`src/rtl/mio_reg_master.sv`:
```
// Register-access initiator for the MIO config block: turns single read/write
// commands into emesh request packets and returns readback data or a timeout.
module mio_reg_master #(
  parameter int              AW       = 32,
  parameter int              PW       = 104,
  parameter logic [AW-1:0]   SRCADDR  = '0,
  parameter logic [4:0]      CTRLMODE = 5'h0,
  parameter int              TIMEOUT  = 255
) (
  input  logic          clk,
  input  logic          reset,
  // host command side
  input  logic          cmd_valid,
  output logic          cmd_ready,
  input  logic          cmd_write,
  input  logic [AW-1:0] cmd_addr,
  input  logic [31:0]   cmd_data,
  output logic          rsp_valid,
  output logic [31:0]   rsp_data,
  output logic          rsp_error,
  // emesh request / readback side
  output logic          access_out,
  output logic [PW-1:0] packet_out,
  input  logic          wait_in,
  input  logic          access_in,
  input  logic [PW-1:0] packet_in,
  output logic          wait_out,
  output logic          stray
);

  localparam logic [1:0] S_IDLE      = 2'd0;
  localparam logic [1:0] S_SEND      = 2'd1;
  localparam logic [1:0] S_READ_WAIT = 2'd2;
  localparam logic [1:0] S_RESP      = 2'd3;

  logic [1:0]    r_state;
  logic [15:0]   r_timer;
  logic          r_access_out;
  logic [PW-1:0] r_packet_out;
  logic          r_rsp_valid;
  logic [31:0]   r_rsp_data;
  logic          r_rsp_error;
  logic          r_stray;

  logic [PW-1:0] w_req_pkt;
  logic [31:0]   w_req_data;
  logic [31:0]   w_rd_data;
  logic [16:0]   w_timer_inc;
  logic          w_timeout;
  logic          w_unused_pkt;

  // Read requests carry no payload, so their data field is zeroed.
  assign w_req_data = cmd_write ? cmd_data : 32'h0;
  assign w_req_pkt  = {SRCADDR, w_req_data, cmd_addr, CTRLMODE, 2'b10, cmd_write};
  assign w_rd_data  = packet_in[AW+39:AW+8];

  // Expiry is judged on the incremented count so the response lands exactly
  // TIMEOUT cycles after the transfer cycle.
  assign w_timer_inc = {1'b0, r_timer} + 17'd1;
  assign w_timeout   = (w_timer_inc >= 17'(TIMEOUT - 1));

  assign w_unused_pkt = ^{packet_in[AW+7:0], packet_in[PW-1:AW+40]};

  assign cmd_ready  = (r_state == S_IDLE) & ~reset;
  assign wait_out   = 1'b0;
  assign access_out = r_access_out;
  assign packet_out = r_packet_out;
  assign rsp_valid  = r_rsp_valid;
  assign rsp_data   = r_rsp_data;
  assign rsp_error  = r_rsp_error;
  assign stray      = r_stray;

  // NOTE: every register, including the packet holding register, is reset so
  // a mid-transaction reset leaves no stale request on the bus.
  always_ff @(posedge clk or posedge reset) begin
    if (reset) begin
      r_state      <= S_IDLE;
      r_timer      <= '0;
      r_access_out <= 1'b0;
      r_packet_out <= '0;
      r_rsp_valid  <= 1'b0;
      r_rsp_data   <= '0;
      r_rsp_error  <= 1'b0;
      r_stray      <= 1'b0;
    end else begin
      // NOTE: non-blocking assignments so every branch sees pre-edge state.
      case (r_state)
        S_IDLE: begin
          if (cmd_valid) begin
            r_packet_out <= w_req_pkt;
            r_access_out <= 1'b1;
            r_state      <= S_SEND;
          end
        end
        S_SEND: begin
          if (!wait_in) begin
            r_access_out <= 1'b0;
            if (r_packet_out[0]) begin
              r_rsp_valid <= 1'b1;
              r_rsp_data  <= '0;
              r_rsp_error <= 1'b0;
              r_state     <= S_RESP;
            end else begin
              r_timer <= '0;
              r_state <= S_READ_WAIT;
            end
          end
        end
        S_READ_WAIT: begin
          r_timer <= w_timer_inc[15:0];
          // A readback coinciding with expiry still counts as a good response.
          if (access_in) begin
            r_rsp_valid <= 1'b1;
            r_rsp_data  <= w_rd_data;
            r_rsp_error <= 1'b0;
            r_state     <= S_RESP;
          end else if (w_timeout) begin
            r_rsp_valid <= 1'b1;
            r_rsp_data  <= '0;
            r_rsp_error <= 1'b1;
            r_state     <= S_RESP;
          end
        end
        default: begin
          r_rsp_valid <= 1'b0;
          r_state     <= S_IDLE;
        end
      endcase

      if (access_in && (r_state != S_READ_WAIT)) begin
        r_stray <= 1'b1;
      end
    end
  end

endmodule

```
`config.mk`:
```
export PLATFORM = sky130hd
export DESIGN_NAME = mio_reg_master
export DESIGN_NICKNAME = d
export VERILOG_FILES = /design/src/rtl/mio_reg_master.sv
export SDC_FILE = /design/constraint.sdc
export NUM_CORES = 1
export LEC_CHECK = 0
export ABC_AREA = 1
export BUFFER_PORTS_ARGS = -buffer_cell sky130_fd_sc_hd__buf_2
export CORE_AREA = 2 2 121 123
export DETAILED_ROUTE_END_ITERATION = 6
export DIE_AREA = 0 0 123 125
export GPL_TIMING_DRIVEN = 0
export PLACE_DENSITY_LB_ADDON = 0.12
export SETUP_SLACK_MARGIN = 0.4
export SLEW_MARGIN = 20
export SYNTH_ARGS = -nofsm -noshare
export SYNTH_HDL_FRONTEND = slang
export SYNTH_SLANG_ARGS = --single-unit
```
`constraint.sdc`:
```
create_clock -name clk -period 11.1 [get_ports clk]
set_clock_uncertainty 0.1 [all_clocks]
set_input_delay 1.11 -clock clk [delete_from_list [all_inputs] [get_ports clk]]
set_output_delay 1.11 -clock clk [all_outputs]
set_load 0.05 [all_outputs]
```
-- Word-level counts from Yosys, hierarchy flattened
Cells that the tools add are included.
- bits in registers: 120
- input port bits: 174
- output and inout port bits: 142
- $add $sub $neg: 1
- magnitude comparators: 1
- eq/ne operators: 8
- mux-type cells: 27
- bitwise operators: 3
- reduce and logical (&&, ||, !) cells: 10
- operators with widths (kind ; count):
    32-bit two-way mux ; 5
    32-bit one-hot mux with 2 select lines ; 1
    16-bit two-way mux ; 2
    16-bit one-hot mux with 2 select lines ; 1
    16-bit by 1-bit adder with 17-bit output (second input constant) ; 1
    17-bit by 8-bit >= comparator with 1-bit output (second input constant) ; 1
    1-bit two-way mux ; 10
    2-bit != test (second input constant) ; 5
    3-bit AND reduction ; 3
    2-bit two-way mux ; 4
    4-bit AND reduction ; 2
    2-bit one-hot mux with 3 select lines ; 1
    1-bit one-hot mux with 2 select lines ; 2
    2-bit nonzero test ; 2
    3-bit != test (second input constant) ; 1
    1-bit one-hot mux with 3 select lines ; 1
    2-bit by 1-bit == test with 1-bit output (second input constant) ; 1
    2-bit == test (second input constant) ; 1
    2-bit zero test ; 1
    1-bit inverter ; 2
    2-bit AND reduction ; 1
    1-bit AND ; 1
    1-bit logical AND ; 1

-- Depth between registers and ports, before layout
- depth in word-level cells: 5
- mapped depth: 15
- gate-level depth less buffers: 14

-- Worst setup path after synthesis
Ideal clock, no wire load.
- path type: in2out
- start point: in reset
- end point: out cmd_ready
- arrival time: 1.764 ns
- data required time: 9.890 ns
- setup slack: 8.126 ns
- stages: 1
- path buffers: 0
- cell sequence: nor2_1
- word-level cells in the longest chain between the ends: 2
- ends and longest elaborated chain (what ; line ; source):
    start: declaration ; 11 ; input logic reset,
    1-bit inverter ; 64 ; assign cmd_ready = (r_state == S_IDLE) & ~reset;
    1-bit AND ; 64 ;
    end: declaration ; 14 ; output logic cmd_ready,
No other way between the ends.

-- Final worst setup path
- start point: reg r_state[0]
- end point: out cmd_ready
- word-level cells in the longest chain between the ends: 2
- ends and longest elaborated chain (what ; line ; source):
    start: declaration ; 36 ; logic [1:0] r_state;
    start signal: assignment ; 77 ; r_state <= S_IDLE;
    start signal: assignment ; 92 ; r_state <= S_SEND;
    start signal: assignment ; 102 ; r_state <= S_RESP;
    2-bit zero test ; 64 ;
    1-bit AND ; 64 ;
No other way between the ends.

==> out/qor.yml <==
clock_network:
  cts_max_level: 4
  cts.sinks: 120
  cts.repair.resized: 0
  tritoncts: "yes"
  cts_buffer_count: 17
  cts_hold_repair.buffers: 0
  postCtsSetupBuffers: 0
  clk_pin_slew_ns: 0.06
  clkLatencyLatePin_ns: 0.41
  ctsRootBufferMaster: "sky130_fd_sc_hd__clkbuf_16"
  cts_buffer_depth: 2
floorplanning:
  die_area_um2: 15380
  placeableCoreArea_um2: 14200
  chipHeight_um: 125
  initial_core_util: 0.4144
  io_pins: 316
  fp.dieW_um: 123
  num_rows: 44
setup_path:
  cpLargestDelayFamily: "buffers and inverters"
  r2r_slack_ns: 8.72
  r2r_endpoint: "rsp_data[2]"
  max_stage_delay_ns: 0.41
  rr_worst_depth: 14
  timing.critical_path.buf_inv: 3
  cp.arrival_ns: 1.64
  critPathRequiredTime_ns: 9.89
  endpoint_kind: "output pin"
  timing.setup.critical_path_class: "reg -> out"
  crit_chain: "inv_1 > ha_1 > inv_1 > nor2_1 > buf_2"
  cp-start-kind: "flop"
  worstReg2RegStart: "r_state[0]"
  crit_slowest_cell: "sky130_fd_sc_hd__dfrtp_1"
  path_common_cell: "sky130_fd_sc_hd__inv_1"
  worstPathMaxFanout: 4
power_and_ir_drop:
  share_clk_of_total_power: 0.218
  peakVddDrop_mv: 0.1872
  cellInternalPower_mw: 1.270
  total_switching_power_mw: 1.334
  leakage_nw: 4.489
  power_after_layout_mw: 2.603
  comb_power_share: 0.514
  pwr-share-seq: 0.268
  swShare: 0.5122
  total_power_divided_by_cell_area_nw_per_um2: 328.8
yosys:
  synth_enable_flop_cells: 0
  synthDistinctLibCells: 29
  ys.warnings.count: 0
  synth.mux.area_fraction: 0
  synth-xor-area-share: 0.004464
  yosys_most_used_dff: "sky130_fd_sc_hd__dfrtp_1"
  synth_fa_ha_area_frac: 0.01276
  ys_async_sr_fraction: 1.000
  synth_simple_gate_area_share: 0.2963
  ys_ff_latch: 120
  synthCells: 729
  synth-compound-area-share: 0.05634
  post_synth_instance_area_um2: 5886
  synth_top_family_by_area: "simple AND/OR/NAND/NOR gates"
  ys_seq_area_frac: 0.5102
  avg_cell_area_syn_um2: 8.074
grt:
  grt_pass1_vias: 5139
  grt_antenna_before_repair: 1
  track_usage: 0.2074
  globalRoute.totalOverflow: 0
  grt_max_degree: 62
  grt_pass1_wl_mm: 25.06
drt:
  detail_route.wl_per_cell_um: 12.80
  route.detailed.vias_per_inst: 4.497
  dr.first_iter.drc_count: 255
  route.final.wire_length_mm: 15.19
  dr.pass1.iters: 4
  number_of_remaining_drc_errors: 0
  antenna_left: 0
  num_vias: 5338
hold_path:
  number_of_stages_on_the_worst_hold_path: 1
  worst_hold_path.endpoint: "stray"
  hold_path.class: "reg -> reg"
  worst_hold_startpoint: "stray"
place:
  hpwlAfterDp_mm: 11.08
  place_congestion: 0.8311
  dpl.cell_count: 1155
  io_buffer_count: 203
sta:
  timing.final.hold_violations: 0
  final.min_clock_period_ns: 2.846
  final_max_slew_viol_count: 0
  maxClockFrequency_mhz: 351.4
  finalCritPeriodShare: 0.2564
  grt_setup_unrepaired: "no"
  maxSlewHeadroom: 0.4816
  worst_hold_slack_ns: 0.3488
  setup_violations: 0
  tightest_slew_ns: 0.7777
  fin_tns_setup_ns: 0
run_status:
  run_status: "finished, final reports clean"
job:
  maxCapViolCount: 0
cells_and_area:
  ratio_of_cells_with_drive_above_1_in_the_final_layout: 0.3141
  final_cells: 1187
  final_cell_mix: "sky130_fd_sc_hd__nand2_1 (259), sky130_fd_sc_hd__buf_2 (207), sky130_fd_sc_hd__dfrtp_1 (120)"
  n_antenna_cell: 0
  design.final.nets: 1170
  syn2layout_area_growth_pct: 34.54
  layout_commonest_cell: "sky130_fd_sc_hd__nand2_1"
==> metal layers <==
layer,GRT usage,wire [um]
met5,0,17
met3,0.08485,1340
met4,0.06952,163
met2,0.3250,7203
met1,0.2596,6469
==> cells in the mapped netlist (4+ instances only) <==
library cell,instances,area (um2)
sky130_fd_sc_hd__nor2_4,5,56.30
sky130_fd_sc_hd__buf_4,39,292.8
sky130_fd_sc_hd__o22ai_1,8,50.05
sky130_fd_sc_hd__dfrtp_1,120,3003
sky130_fd_sc_hd__ha_1,6,75.07
sky130_fd_sc_hd__inv_1,59,221.5
sky130_fd_sc_hd__nand2_1,259,972.2
sky130_fd_sc_hd__clkbuf_1,30,112.6
sky130_fd_sc_hd__nor2_1,51,191.4
sky130_fd_sc_hd__nand4_1,39,244.0
sky130_fd_sc_hd__nand3_1,18,90.09
sky130_fd_sc_hd__buf_2,4,20.02
sky130_fd_sc_hd__nand2_2,22,137.6
sky130_fd_sc_hd__o21ai_0,50,250.2
==> registers in the layout, indices dropped and copies added (netlist names) <==
signal / count
rsp_data: 32
packet_out: 66
access_out: 1
stray: 1
r_state: 2
rsp_error: 1
rsp_valid: 1
r_timer: 16
==> through the flow <==
stage / util / worst slack [ns] / instance area [um2]
finish: 0.5575 / 8.254 / 7919
global route: 0.5575 / 8.146 / 7919
CTS: 0.5575 / 8.218 / 7919
detailed placement: 0.5144 / 8.294 / 7307
global placement: 0.5122 / 5.108 / 7274
floorplan: - / 6.704 / 6028
==> logic make-up after synthesis <==
logic type | after synthesis
and+or+nand+nor | 400
buffers and inverters | 136
DFF | 120
AOI/OAI and AO/OA | 63
adders and majority gates | 6
xor gates and xnor gates | 3
other | 1
==> worst reg2reg max path: stages, from the launching register on <==
cell and delay (ns):
sky130_fd_sc_hd__dfrtp_1 0.41, sky130_fd_sc_hd__inv_1 0.09, sky130_fd_sc_hd__ha_1 0.14, sky130_fd_sc_hd__buf_2 0.22, sky130_fd_sc_hd__inv_1 0.12, sky130_fd_sc_hd__nor2_1 0.22, sky130_fd_sc_hd__nand3_1 0.13, sky130_fd_sc_hd__nor2_1 0.11
sky130_fd_sc_hd__nand2_1 0.06, sky130_fd_sc_hd__nor2_2 0.14, sky130_fd_sc_hd__nand2_4 0.12, sky130_fd_sc_hd__nand3_4 0.15, sky130_fd_sc_hd__buf_6 0.16, sky130_fd_sc_hd__nand2_1 0.07, sky130_fd_sc_hd__nand2_1 0.07
==> power by group through the flow <==
stage / combinational (mW) / sequential, mW / clock [mW]
after floorplan: 0.461 / 1.26 / 0
after global placement: 1.34 / 0.703 / 0
after detailed placement: 1.35 / 0.698 / 0
after CTS: 1.35 / 0.699 / 0.580
after global routing: 1.44 / 0.719 / 0.603
final: 1.34 / 0.698 / 0.567
==> worst max path at each step <==
stage                from  slack (ns)              to  cells after the start
6_report       r_state[0]        8.25       cmd_ready                      5
5_1_grt        r_state[0]        8.15       cmd_ready                      5
4_1_cts        r_state[1]        8.22       cmd_ready                      5
3_5_place_dp        reset        8.29       cmd_ready                      3
3_3_place_gp        reset        5.11  packet_out[59]                      2
2_1_floorplan       reset        6.70      access_out                      1
==> cell type report <==
class                   instances  area, um2
fillers                      1391       6285
flip-flops and latches        120       3003
multi-input cells             511       2323
repair buffers                204       1044
plain buffers                  76      476.7
clock buffers                  18      439.2
inverters                      60      230.2
well taps                     184      230.2
clock inverters                14      172.7
(Power assumes the default switching activity.)
